<file path="src/rtl/imem_boot_loader.sv">
`default_nettype none
// ============================================================================
// Module      : imem_boot_loader
// Description : Byte-stream loader for the core's instruction memory; holds
//               the core in reset until a checksummed load completes.
// Revision    : 1.0 - initial release
// ============================================================================
module imem_boot_loader #(
    parameter int ADDR_W      = 8,
    parameter int TIMEOUT_CYC = 1000000
) (
    input  logic              clk,
    input  logic              rst,
    input  logic              start,
    input  logic              in_valid,
    input  logic [7:0]        in_data,
    output logic              in_ready,
    output logic              imem_we,
    output logic [ADDR_W-1:0] imem_addr,
    output logic [31:0]       imem_wdata,
    output logic              cpu_rst,
    output logic              busy,
    output logic              done,
    output logic              err,
    output logic [ADDR_W:0]   words_loaded
);

    localparam logic [2:0] c_s_idle   = 3'd0;
    localparam logic [2:0] c_s_len_hi = 3'd1;
    localparam logic [2:0] c_s_len_lo = 3'd2;
    localparam logic [2:0] c_s_data   = 3'd3;
    localparam logic [2:0] c_s_csum   = 3'd4;
    localparam logic [2:0] c_s_run    = 3'd5;
    localparam logic [2:0] c_s_err    = 3'd6;

    localparam int                 c_tmo_w     = (TIMEOUT_CYC > 1) ? $clog2(TIMEOUT_CYC) : 1;
    localparam logic [c_tmo_w-1:0] c_tmo_last  = c_tmo_w'(TIMEOUT_CYC - 1);
    localparam logic [c_tmo_w-1:0] c_tmo_one   = c_tmo_w'(1);
    localparam logic [32:0]        c_max_words = 33'd1 << ADDR_W;
    localparam logic [ADDR_W:0]    c_wl_one    = (ADDR_W + 1)'(1);

    logic [2:0]         r_state;
    logic [2:0]         w_state_nxt;
    logic [7:0]         r_len_hi;
    logic [ADDR_W:0]    r_len;
    logic [23:0]        r_shift;
    logic [1:0]         r_byte_idx;
    logic [7:0]         r_csum;
    logic [c_tmo_w-1:0] r_tmo;

    logic               w_accept;
    logic               w_in_load;
    logic               w_tmo_hit;
    logic [32:0]        w_len;
    logic               w_len_bad;
    logic [ADDR_W:0]    w_wl_inc;
    logic               w_word_done;
    logic               w_last_word;
    logic [7:0]         w_csum_sum;
    logic               w_nxt_load;

    always_comb begin
        w_accept    = in_valid & in_ready;
        w_in_load   = (r_state == c_s_len_hi) || (r_state == c_s_len_lo) ||
                      (r_state == c_s_data)   || (r_state == c_s_csum);
        // An accepted byte always beats an expiring idle counter
        w_tmo_hit   = w_in_load && !w_accept && (r_tmo == c_tmo_last);
        w_len       = {17'd0, r_len_hi, in_data};
        w_len_bad   = (w_len == 33'd0) || (w_len > c_max_words);
        w_wl_inc    = words_loaded + c_wl_one;
        w_word_done = (r_byte_idx == 2'd3);
        w_last_word = (w_wl_inc == r_len);
        w_csum_sum  = r_csum + in_data;
    end

    always_comb begin
        w_state_nxt = r_state;
        case (r_state)
            c_s_idle, c_s_run, c_s_err: begin
                if (start) begin
                    w_state_nxt = c_s_len_hi;
                end
            end
            c_s_len_hi: begin
                if (w_accept) begin
                    w_state_nxt = c_s_len_lo;
                end else if (w_tmo_hit) begin
                    w_state_nxt = c_s_err;
                end
            end
            c_s_len_lo: begin
                if (w_accept) begin
                    w_state_nxt = w_len_bad ? c_s_err : c_s_data;
                end else if (w_tmo_hit) begin
                    w_state_nxt = c_s_err;
                end
            end
            c_s_data: begin
                if (w_accept) begin
                    if (w_word_done && w_last_word) begin
                        w_state_nxt = c_s_csum;
                    end
                end else if (w_tmo_hit) begin
                    w_state_nxt = c_s_err;
                end
            end
            c_s_csum: begin
                if (w_accept) begin
                    w_state_nxt = (w_csum_sum == 8'd0) ? c_s_run : c_s_err;
                end else if (w_tmo_hit) begin
                    w_state_nxt = c_s_err;
                end
            end
            default: begin
                w_state_nxt = c_s_idle;
            end
        endcase
        w_nxt_load = (w_state_nxt == c_s_len_hi) || (w_state_nxt == c_s_len_lo) ||
                     (w_state_nxt == c_s_data)   || (w_state_nxt == c_s_csum);
    end

    always_ff @(posedge clk) begin
        if (!rst) begin
            r_state      <= c_s_idle;
            r_len_hi     <= 8'd0;
            r_len        <= '0;
            r_shift      <= 24'd0;
            r_byte_idx   <= 2'd0;
            r_csum       <= 8'd0;
            r_tmo        <= '0;
            in_ready     <= 1'b0;
            imem_we      <= 1'b0;
            imem_addr    <= '0;
            imem_wdata   <= 32'd0;
            cpu_rst      <= 1'b0;
            busy         <= 1'b0;
            done         <= 1'b0;
            err          <= 1'b0;
            words_loaded <= '0;
        end else begin
            // Status outputs are a registered decode of the next state
            r_state  <= w_state_nxt;
            in_ready <= w_nxt_load;
            busy     <= w_nxt_load;
            done     <= (w_state_nxt == c_s_run);
            cpu_rst  <= (w_state_nxt == c_s_run);
            err      <= (w_state_nxt == c_s_err);
            imem_we  <= 1'b0;

            if (!w_in_load) begin
                if (start) begin
                    words_loaded <= '0;
                    r_byte_idx   <= 2'd0;
                    r_csum       <= 8'd0;
                    r_tmo        <= '0;
                end
            end else begin
                if (w_accept) begin
                    r_tmo <= '0;
                end else if (!w_tmo_hit) begin
                    r_tmo <= r_tmo + c_tmo_one;
                end

                if (w_accept) begin
                    case (r_state)
                        c_s_len_hi: begin
                            r_len_hi <= in_data;
                        end
                        c_s_len_lo: begin
                            r_len <= w_len[ADDR_W:0];
                        end
                        c_s_data: begin
                            r_shift    <= {r_shift[15:0], in_data};
                            r_csum     <= w_csum_sum;
                            r_byte_idx <= r_byte_idx + 2'd1;
                            if (w_word_done) begin
                                imem_we      <= 1'b1;
                                imem_addr    <= words_loaded[ADDR_W-1:0];
                                imem_wdata   <= {r_shift, in_data};
                                words_loaded <= w_wl_inc;
                            end
                        end
                        default: begin
                        end
                    endcase
                end
            end
        end
    end

endmodule
`default_nettype wire

</file>
<file path="config.mk">
export PLATFORM = sky130hd
export DESIGN_NAME = imem_boot_loader
export DESIGN_NICKNAME = d
export VERILOG_FILES = /design/src/rtl/imem_boot_loader.sv
export SDC_FILE = /design/constraint.sdc
export NUM_CORES = 1
export LEC_CHECK = 0
export BUFFER_PORTS_ARGS = -buffer_cell sky130_fd_sc_hd__clkbuf_2
export CAP_MARGIN = 20
export CORE_MARGIN = 2
export CORE_UTILIZATION = 50
export DETAILED_ROUTE_END_ITERATION = 8
export PLACE_DENSITY_LB_ADDON = 0.08
export SYNTH_ARGS = -nofsm -noshare
export SYNTH_HDL_FRONTEND = slang
export SYNTH_SLANG_ARGS = --single-unit
</file>
<file path="constraint.sdc">
create_clock -name clk -period 2.55 [get_ports clk]
set_clock_uncertainty 0.05 [all_clocks]
set_input_delay 0.3825 -clock clk [delete_from_list [all_inputs] [get_ports clk]]
set_output_delay 0.3825 -clock clk [all_outputs]
set_load 0.01 [all_outputs]
</file>
==> summary.txt, run 1 <==
Placed design
  – IO Port Bufs: 66
  – Final HPWL DP: 9.768 mm
  – Post-DP Area: 0.006380 sq mm
  – Dpl ws: -0.2438 ns
  – Final Wtd Congestion: 0.9143

Route
  – Drt pass-1 iters: 5
  – Residual DRC count: 0
  – Vias: 5253
  – Starting DRC count in detailed routing: 384
  – Wirelength per Cell: 15.01 um
  – Post-Route WL: 14.21 mm
  – Antenna-violating nets left: 0
  – DR vias/cell: 5.547

Critical path
  – Cell family with most CP delay: simple AND/OR/NAND/NOR gates
  – CP Max Fanout: 4
  – Buf/Inv on CP: 0
  – Worst path slowest cell: or4_4
  – Data required, critical path: 2.86 ns
  – Worst R2R Setup Slack: -0.008 ns
  – CP Launch Type: flip-flop
  – CP endpoint kind: flip-flop
  – CP Cell Sequence: ha_4, nand3_4, xnor2_1, or4_1, or4_4, o211a_1, a21oi_2, nand2_2, o21ai_2
  – Crit-path max cell delay: 0.54 ns
  – WS Path Type: flip-flop to flip-flop
  – Worst Path Arrival: 2.87 ns

Power
  – Power Total: 4.749 mW
  – Total power per unit cell area: 671.8 mW/mm^2
  – Comb pwr share: 0.071
  – Maximum resistive drop on vdd: 0.0004771 V
  – Sequential group share of total power: 0.424
  – Int Power: 3.712 mW
  – Clock Power Share: 0.506
  – Net Sw Power: 1.037 mW
  – Leak Pwr: 2.839 nW
  – Sw Share: 0.2183

Timing
  – Final Max Slew Viols: 0
  – RSZ-0062 raised after global routing: yes
  – F_max: 390.9 MHz
  – Final Cycle Share: 1.003
  – Worst-margin pin slew: 0.7466 ns
  – Minimum clock period: 2.558 ns
  – Fin. Hold Viols: 0
  – Worst slew margin: 0.5023
  – Setup ws final: -0.008200 ns
  – WHS: 0.2935 ns
  – Final setup vio count: 1

Global route
  – Initial antenna violation count: 0
  – Vias in the first global route: 4778
  – Gr ovfl total: 0
  – Largest net degree at the start of global routing: 100
  – All-layer global routing usage: 0.2459
  – Global-route wire length before repair: 23.09 mm

Clock network
  – CTS clk-pin slew, worst paths: 0.05 ns
  – Worst skew pair latency: 0.42 ns
  – CTS Buffer Depth: 2
  – Num Clock Sinks: 127
  – Hold_buf cts: 0
  – Cts bufs inserted: 17
  – CTS tree: built
  – H-tree levels: 4
  – CTS root buffer: clkbuf_16

Logic synthesis
  – Synth top area cells: dfxtp_1 (45%), nand2_1 (9.9%), a21oi_1 (8.1%), nor2_1 (5.1%), mux2i_1 (3.0%)
  – Synth top area share: 0.4515
  – Cells after Synth: 695
  – Syn_area_per_cell: 8.103 sq um
  – Post-synth EDFFs: 0
  – Distinct cells, synth: 66
  – Synth Register Bits: 127
  – Most common cell in the netlist: nand2_1
  – Asr flop ratio synth: 0
  – Synthesized area: 0.005632 sq mm
  – Syn nets: 718
  – Most used DFF post-synth: dfxtp_1
  – Synth warn: 0
  – Post-synthesis sequential area ratio: 0.4515
  – Leading area contributor after synthesis: dfxtp_1
  – Commonest cells post-synth: nand2_1 (148), dfxtp_1 (127), a21oi_1 (91)

Final layout
  – Seq. cell area: 0.002550 sq mm
  – Final Core Density: 0.6465
  – Share of layout cells above drive strength 1: 0.2255
  – Area growth syn-to-layout: 25.53%
  – Post-route cell area: 0.007069 sq mm
  – Final net count: 819
  – Multi-input logic area: 0.002940 sq mm
  – Fillers: 959
  – # diodes: 0

Floorplan
  – IO Pins: 67
  – Core box area: 0.01094 sq mm
  – Die H: 110.1 um
  – Die width: 110.1 um
  – Row cnt: 38
  – Die area: 0.01213 sq mm
  – Initial Utilization: 0.5150

Outcome
  – Result of the run: finished, violations left
  – Failing checks: negative setup slack

Worst hold path
  – Hold WC Path Type: primary input to flip-flop

Flow run
  – MaxCap Viol Count: 0
## layout by cell type, fill, tap and decap left out, types with 4 or more instances in the layout
| cell type | count |
|---|---|
| nor3_1 | 10 |
| buf_4 | 54 |
| or3_1 | 5 |
| nor2_1 | 74 |
| inv_1 | 7 |
| o21ai_0 | 18 |
| nor4_1 | 5 |
| clkbuf_16 | 17 |
| nand2_1 | 147 |
| a22oi_1 | 9 |
| clkbuf_8 | 6 |
| ha_1 | 9 |
| nand4_1 | 13 |
| clkbuf_2 | 66 |
| dfxtp_1 | 123 |
| nand2b_1 | 4 |
| a21oi_1 | 91 |
| xnor2_1 | 10 |
| xor2_1 | 16 |
| nand3_1 | 16 |
| and2_1 | 4 |
| mux2i_1 | 17 |
| and3_1 | 4 |
## power by group through the flow
stage | Combinational (mW) | Clock [mW] | Sequential, mW
2_1_floorplan | 0.200 | 0 | 2.05
3_3_place_gp | 0.317 | 0 | 2.05
3_5_place_dp | 0.321 | 0 | 2.05
4_1_cts | 0.333 | 2.43 | 2.01
5_1_grt | 0.363 | 2.50 | 2.01
6_report | 0.336 | 2.40 | 2.01
## logic make-up after synthesis
family                     share of synthesized area
AOI/OAI and AO/OA                             0.1589
xor gates and xnor gates                     0.04488
adders and majority gates                    0.02577
buffers and inverters                        0.03799
DFF                                           0.4515
muxes                                        0.03021
and+or+nand+nor                               0.2508
## per-stage QoR
step / instances / TNS (ns)
6_report: 947 / -0.008200
3_5_place_dp: 912 / -0.5923
5_1_grt: 947 / -0.2275
4_1_cts: 945 / -0.05406
2_1_floorplan: 695 / 0
3_3_place_gp: 912 / -0.2017
## worst register-to-register path: stages, from the launching register on
cell     delay, ns
dfxtp_4       0.35
ha_4          0.17
nand3_4       0.09
xnor2_1       0.13
or4_1         0.52
or4_4         0.54
o211a_1       0.24
a21oi_2       0.17
nand2_2       0.11
o21ai_2       0.14
## registers in the layout, summed over array words and instances, names as in the netlist
register      cells
r_csum            8
r_shift          24
r_len             9
err               1
r_tmo            20
done              1
imem_we           1
imem_wdata       32
r_byte_idx        2
r_len_hi          8
r_state           3
words_loaded      9
busy              1
imem_addr         8
## final timing paths
path	startpoint	endpoint	cells past startpoint
setup / recovery	words_loaded[0]	busy	9
hold / removal	rst	r_tmo[16]	2
setup reg to reg	words_loaded[0]	busy	9
hold reg to reg	r_shift[21]	imem_wdata[29]	2
## routing by layer
metal / track usage / vias up / routed length (um)
li1: - / 2590 / -
met1: 0.3199 / 2500 / 6596
met2: 0.3970 / 139 / 6732
met3: 0.05350 / 24 / 595
met4: 0.09911 / 0 / 287
met5: 0 / - / 0
## repair_timing
action                     CTS  global route
setup endpoints to repair    4             6
resized for setup           10             3
pin swaps                   10             6
buffers inserted             3             2
gates cloned                 0             0
## area by class of cell
type,instances,share of cell area
multi-input cells,518,0.4159
flip-flops and latches,127,0.3607
repair buffers,123,0.1101
clock buffers,25,0.07292
well taps,140,0.02478
clock inverters,5,0.01080
inverters,9,0.004779
Note: power is estimated with default switching activity, not from simulation.
==> run 2, diff against run 1 <==
--- a/config.mk
+++ b/config.mk
@@ -5,12 +5,14 @@
 export SDC_FILE = /design/constraint.sdc
 export NUM_CORES = 1
 export LEC_CHECK = 0
+export ABC_AREA = 1
 export BUFFER_PORTS_ARGS = -buffer_cell sky130_fd_sc_hd__clkbuf_2
 export CAP_MARGIN = 20
 export CORE_MARGIN = 2
 export CORE_UTILIZATION = 50
 export DETAILED_ROUTE_END_ITERATION = 8
 export PLACE_DENSITY_LB_ADDON = 0.08
+export RECOVER_POWER = 25
 export SYNTH_ARGS = -nofsm -noshare
 export SYNTH_HDL_FRONTEND = slang
 export SYNTH_SLANG_ARGS = --single-unit
==> run 2 against run 1 <==
Largest power group unchanged. Core utilization is 3.2 points lower. Worst setup slack better by 0.23 ns. Critical path depth is 2 higher. Register-to-register slack better by 0.23 ns. Area after synthesis is 0.73% higher. Final cell count is 5.0% higher. Routed wire length hardly changed. Total power is 13% higher. The run now ends clean. Clock power is 5% higher. Worst hold slack worse by 0.037 ns.
==> summary.txt, run 2 <==
Global route
  – All-layer global routing usage: 0.2411
  – Initial antenna violation count: 0
  – Gr ovfl total: 0
  – Vias in the first global route: 5047
  – Global-route wire length before repair: 23.94 mm
  – Largest net degree at the start of global routing: 80

Flow run
  – MaxCap Viol Count: 0

Critical path
  – Data required, critical path: 2.81 ns
  – Cell family with most CP delay: simple AND/OR/NAND/NOR gates
  – Worst setup startpoint: r_csum[0]
  – Worst R2R Setup Slack: 0.22 ns
  – CP Cell Sequence: ha_1, fa_1, or2_2, nor3_1, nand4_1, nand3_1, nand3_1, nor2_2, nand3_1, nand2_1, nor2_1
  – CP Launch Type: flip-flop
  – WS Path Type: flip-flop to flip-flop
  – Buf/Inv on CP: 0
  – Worst R2R Start: r_csum[0]
  – Worst path slowest cell: fa_1
  – CP Max Fanout: 4
  – Worst Path Arrival: 2.58 ns
  – CP endpoint kind: flip-flop
  – Crit-path most repeated cell: nand3_1
  – Crit-path max cell delay: 0.45 ns

Floorplan
  – Die area: 0.01221 sq mm
  – Row cnt: 38
  – Die H: 110.5 um
  – Initial Utilization: 0.5188
  – Die width: 110.5 um
  – IO Pins: 67
  – Core box area: 0.01094 sq mm

Clock network
  – CTS clk-pin slew, worst paths: 0.06 ns
  – CTS Buffer Depth: 2
  – Hold_buf cts: 0
  – Worst skew pair latency: 0.42 ns
  – Number of post-CTS setup repair buffers: 0
  – Cts bufs inserted: 17
  – Num Clock Sinks: 127
  – CTS tree: built
  – H-tree levels: 4
  – CTS root buffer: clkbuf_16

Logic synthesis
  – Syn_area_per_cell: 7.329 sq um
  – Synth warn: 0
  – Synth top area share: 0.4482
  – Post-synthesis sequential area ratio: 0.4482
  – Most used DFF post-synth: dfxtp_1
  – Commonest cells post-synth: nand2_1 (131), dfxtp_1 (127), inv_1 (89)
  – Synth top area cells: dfxtp_1 (45%), nand2_1 (8.7%), a21oi_1 (6.7%), o21ai_0 (6.2%), nand3_1 (6.1%)
  – Synth Register Bits: 127
  – Most common cell in the netlist: nand2_1
  – Asr flop ratio synth: 0
  – Syn nets: 797
  – Post-synth EDFFs: 0
  – Distinct cells, synth: 41
  – Leading area contributor after synthesis: dfxtp_1
  – Synthesized area: 0.005673 sq mm
  – Cells after Synth: 774

Placed design
  – Final HPWL DP: 10.00 mm
  – Final Wtd Congestion: 0.8953
  – IO Port Bufs: 66

Timing
  – Final Cycle Share: 0.9120
  – Minimum clock period: 2.326 ns
  – Final Max Slew Viols: 0
  – Worst-margin pin slew: 0.7199 ns
  – F_max: 430.0 MHz
  – Worst slew margin: 0.5201
  – Fin. Hold Viols: 0
  – RSZ-0062 raised after global routing: no
  – Setup TNS: 0 ns
  – Final setup vio count: 0

Route
  – Vias: 5334
  – Drt pass-1 iters: 5
  – Antenna-violating nets left: 0
  – Post-Route WL: 14.21 mm
  – Residual DRC count: 0
  – DR vias/cell: 5.366
  – Starting DRC count in detailed routing: 339
  – Wirelength per Cell: 14.30 um

Worst hold path
  – Hold_sp: in_data[7]
  – Hold WC Path Type: primary input to flip-flop

Final layout
  – Most common cell after layout, fill and taps aside: nand2_1
  – # diodes: 0
  – Final net count: 866
  – Max reg flops: 32
  – Regs by FF count: imem_wdata x32, r_shift x24, r_tmo x20
  – Most frequent cells in the layout: nand2_1 (131), dfxtp_1 (126), inv_1 (89)
  – Area growth syn-to-layout: 18.44%
  – Reg with most FFs: imem_wdata
  – Share of layout cells above drive strength 1: 0.1112

Outcome
  – Result of the run: completed

Power
  – Leak Pwr: 2.740 nW
  – Power Total: 5.370 mW
  – Total power per unit cell area: 799.2 mW/mm^2
  – Maximum resistive drop on vdd: 0.0005265 V
## run 2: cell types whose count changed after synthesis, moves of 15 or more
cell     change
a21oi_1     -15
inv_1       +82
nand2_1     -17
mux2i_1     -17
o21ai_1     +22
o21ai_0     +52
nand3_1     +52
## run 2: final cells by class
class,count,area [sq um]
Inverter,95,357.8
Fill cell,1004,4217
Clock inverter,13,188.9
Timing Repair Buffer,80,380.4
Multi-Input combinational cell,522,2648
Clock buffer,17,425.4
Sequential cell,127,2544
Tap cell,140,175.2
## run 2: cell families after synthesis
kind of cell | Yosys count | synth area share
adder cells (fa/ha/maj) | 11 | 0.02558
AND/OR/NAND/NOR | 315 | 0.2536
flip-flops | 127 | 0.4482
buffers and inverters | 125 | 0.08601
AO/OA/AOI/OAI | 190 | 0.1773
XOR/XNOR | 6 | 0.009263
## run 2: timing repair
item | in CTS | in global routing
resized for setup | 0 | 2
setup endpoints to repair | 0 | 1
hold endpoints to repair | 0 | 0
## run 2: worst paths after layout
| path | cells past startpoint | endpoint |
|---|---|---|
| setup reg to reg | 11 | busy |
| hold / removal | 3 | r_shift[7] |
| hold reg to reg | 2 | r_csum[0] |
| setup / recovery | 11 | busy |
## run 2: layer usage
metal	GRT usage	routed length (um)	up-vias
li1	-	-	2714
met1	0.3001	6394	2446
met2	0.3939	6663	143
met3	0.06257	770	31
met4	0.1075	384	0
met5	0	0	-
## run 2: per-stage QoR
step | utilization | hold WS [ns] | instance area [sq um] | std cells | setup slack, ns
after global routing | 0.6144 | 0.2810 | 6719 | 994 | 0.01120
after floorplan | - | 0.3858 | 5673 | 774 | 0.2571
after CTS | 0.6189 | 0.2381 | 6768 | 994 | 0.1818
final | 0.6144 | 0.2568 | 6719 | 994 | 0.2243
after global placement | 0.5627 | 0.4022 | 6153 | 964 | 0.04571
after detailed placement | 0.5627 | 0.4075 | 6153 | 964 | -0.0009159
## run 2: where the power goes
part	leakage, nW	internal [mW]	switching (mW)
registers	1.02	2.04	0.0467
logic	1.42	0.221	0.531
clock network	0.296	1.63	0.906
## run 2: worst min-delay path, cell delays in order
cell and delay [ns]:
clkbuf_2 0.11, o21ai_0 0.09, a21oi_1 0.11
==> run 3, diff against run 2 <==
--- a/config.mk
+++ b/config.mk
@@ -8,6 +8,7 @@
 export ABC_AREA = 1
 export BUFFER_PORTS_ARGS = -buffer_cell sky130_fd_sc_hd__clkbuf_2
 export CAP_MARGIN = 20
+export CORE_ASPECT_RATIO = 2
 export CORE_MARGIN = 2
 export CORE_UTILIZATION = 50
 export DETAILED_ROUTE_END_ITERATION = 8
@@ -16,3 +17,4 @@
 export SYNTH_ARGS = -nofsm -noshare
 export SYNTH_HDL_FRONTEND = slang
 export SYNTH_SLANG_ARGS = --single-unit
+export TNS_END_PERCENT = 30
==> run 3 against run 2 <==
Clock power fell by 3%. Register-to-register slack barely moved. Combinational power fell by 0.9%. Core utilization fell by 1.5 points. Fmax rose by 0.37%. First-iteration DRC count fell by 24%. Highest routed layer unchanged.
==> summary.txt, run 3 (synthesis results as in run 2) <==
Timing
  – Worst-margin pin slew: 0.4780 ns
  – RSZ-0062 raised after global routing: no
  – Minimum clock period: 2.317 ns
  – F_max: 431.6 MHz
  – Setup ws final: 0.2329 ns
  – Final Max Slew Viols: 0
  – Final setup vio count: 0
  – Final Cycle Share: 0.9087
  – Fin. Hold Viols: 0
  – Worst slew margin: 0.6780

Clock network
  – Worst skew pair latency: 0.42 ns
  – CTS root buffer: clkbuf_16
  – Post-cts resize count: 0
  – H-tree levels: 4
  – Cts bufs inserted: 17
  – Num Clock Sinks: 127
  – Hold_buf cts: 0
  – Number of post-CTS setup repair buffers: 0
  – CTS Buffer Depth: 2
  – CTS clk-pin slew, worst paths: 0.06 ns
  – CTS tree: built

Critical path
  – CP endpoint kind: flip-flop
  – Data required, critical path: 2.81 ns
  – Crit-path most repeated cell: nand2_1
  – Worst path slowest cell: fa_1
  – Buf/Inv on CP: 0
  – CP Launch Type: flip-flop
  – Worst Path Arrival: 2.58 ns
  – WS Path Type: flip-flop to flip-flop
  – Cell family with most CP delay: simple AND/OR/NAND/NOR gates
  – CP Max Fanout: 5
  – Crit-path max cell delay: 0.46 ns
  – CP Cell Sequence: ha_1, fa_1, or2_2, nor3_1, nor3b_2, nand4_1, nand2_1, nand2_1, nand2_1, nor2_2, a21oi_1, nor2_1

Route
  – DR vias/cell: 5.367
  – Antenna-violating nets left: 0
  – Wirelength per Cell: 14.50 um
  – Starting DRC count in detailed routing: 258
  – Vias: 5362
  – Residual DRC count: 0
  – Post-Route WL: 14.48 mm
  – Drt pass-1 iters: 5

Outcome
  – Result of the run: completed

Global route
  – Initial antenna violation count: 0
  – Global-route wire length before repair: 23.43 mm
  – Gr ovfl total: 0
  – Largest net degree at the start of global routing: 80
  – All-layer global routing usage: 0.2428
  – Vias in the first global route: 5019

Floorplan
  – Core box area: 0.01122 sq mm
  – IO Pins: 67
  – Row cnt: 55
  – Die area: 0.01227 sq mm
  – Die width: 79.32 um
  – Die H: 154.6 um
  – Initial Utilization: 0.5057

Final layout
  – Final Core Density: 0.5998
  – Post-route cell area: 0.006728 sq mm
  – Multi-input logic area: 0.002653 sq mm
  – Area growth syn-to-layout: 18.59%
  – Most common cell after layout, fill and taps aside: nand2_1
  – Fillers: 1041
  – Most frequent cells in the layout: nand2_1 (131), dfxtp_1 (126), inv_1 (89)
  – Reg with most FFs: imem_wdata
  – Final net count: 867
  – Max reg flops: 32
  – Seq. cell area: 0.002544 sq mm
  – # diodes: 0
  – Regs by FF count: imem_wdata x32, r_shift x24, r_tmo x20
  – Share of layout cells above drive strength 1: 0.1144

Power
  – Maximum resistive drop on vdd: 0.0005302 V
  – Clock Power Share: 0.465
  – Total power per unit cell area: 785.1 mW/mm^2
  – Leak Pwr: 2.750 nW
  – Int Power: 3.728 mW
  – Net Sw Power: 1.554 mW
  – Comb pwr share: 0.141
  – Sw Share: 0.2942
  – Sequential group share of total power: 0.394

Placed design
  – Post-DP Area: 0.006176 sq mm
  – Dpl ws: -0.02313 ns
  – Final Wtd Congestion: 0.9079
  – IO Port Bufs: 66
  – Final HPWL DP: 10.40 mm

Flow run
  – MaxCap Viol Count: 0

Worst hold path
  – Hold WC Path Type: primary input to flip-flop
-- run 3: cell count changes in the layout (fill, tap and decap cells not counted) --
cell / change
clkbuf_1: +1
nand3_2: +1
clkinvlp_4: -2
clkbuf_2: -1
inv_8: +2
nand3_1: -1
buf_12: +1
clkinv_4: -1
inv_6: +5
bufinv_16: -2
-- run 3: worst paths after layout --
kind,start,to,slack (ns),cells after the start
hold / removal,in_data[2],r_shift[2],0.29,3
setup / recovery,r_csum[0],busy,0.23,12
hold reg to reg,r_shift[7],r_shift[7],0.41,2
setup reg to reg,r_csum[0],busy,0.23,12
-- run 3: cell type report --
cell class | count | share of cell area
Multi-Input combinational cell | 522 | 0.3943
Timing Repair Buffer | 81 | 0.05933
Clock buffer | 17 | 0.06323
Tap cell | 142 | 0.02641
Sequential cell | 127 | 0.3781
Clock inverter | 15 | 0.02548
Inverter | 95 | 0.05319
-- run 3: metal layers --
metal / share of wire / GRT usage / wire length [um]
met1: 0.40 / 0.2577 / 5733
met2: 0.54 / 0.4467 / 7823
met3: 0.031 / 0.04492 / 452
met4: 0.033 / 0.1190 / 472
met5: 0 / 0 / 0
-- run 3: stage by stage --
stage / hold slack, ns / power [mW] / setup TNS, ns / cells
CTS: 0.2885 / 5.318 / 0 / 999
floorplan: 0.3858 / 2.644 / 0 / 774
global route: 0.3129 / 5.501 / 0 / 999
finish: 0.2946 / 5.282 / 0 / 999
detailed placement: 0.4100 / 2.867 / -0.02313 / 967
global placement: 0.4020 / 2.853 / 0 / 967
-- run 3: power groups by stage --
stage          clock network [mW]  logic [mW]  registers (mW)
3_3_place_gp                    0       0.731            2.12
2_1_floorplan                   0       0.526            2.12
5_1_grt                      2.58       0.834            2.09
3_5_place_dp                    0       0.743            2.12
6_report                     2.46       0.744            2.08
4_1_cts                      2.49       0.747            2.08
-- run 3: worst min-delay path, delay by kind of cell --
kind,cells,cell delay [ns]
AO/OA/AOI/OAI,2,0.22
buffers and inverters,1,0.12
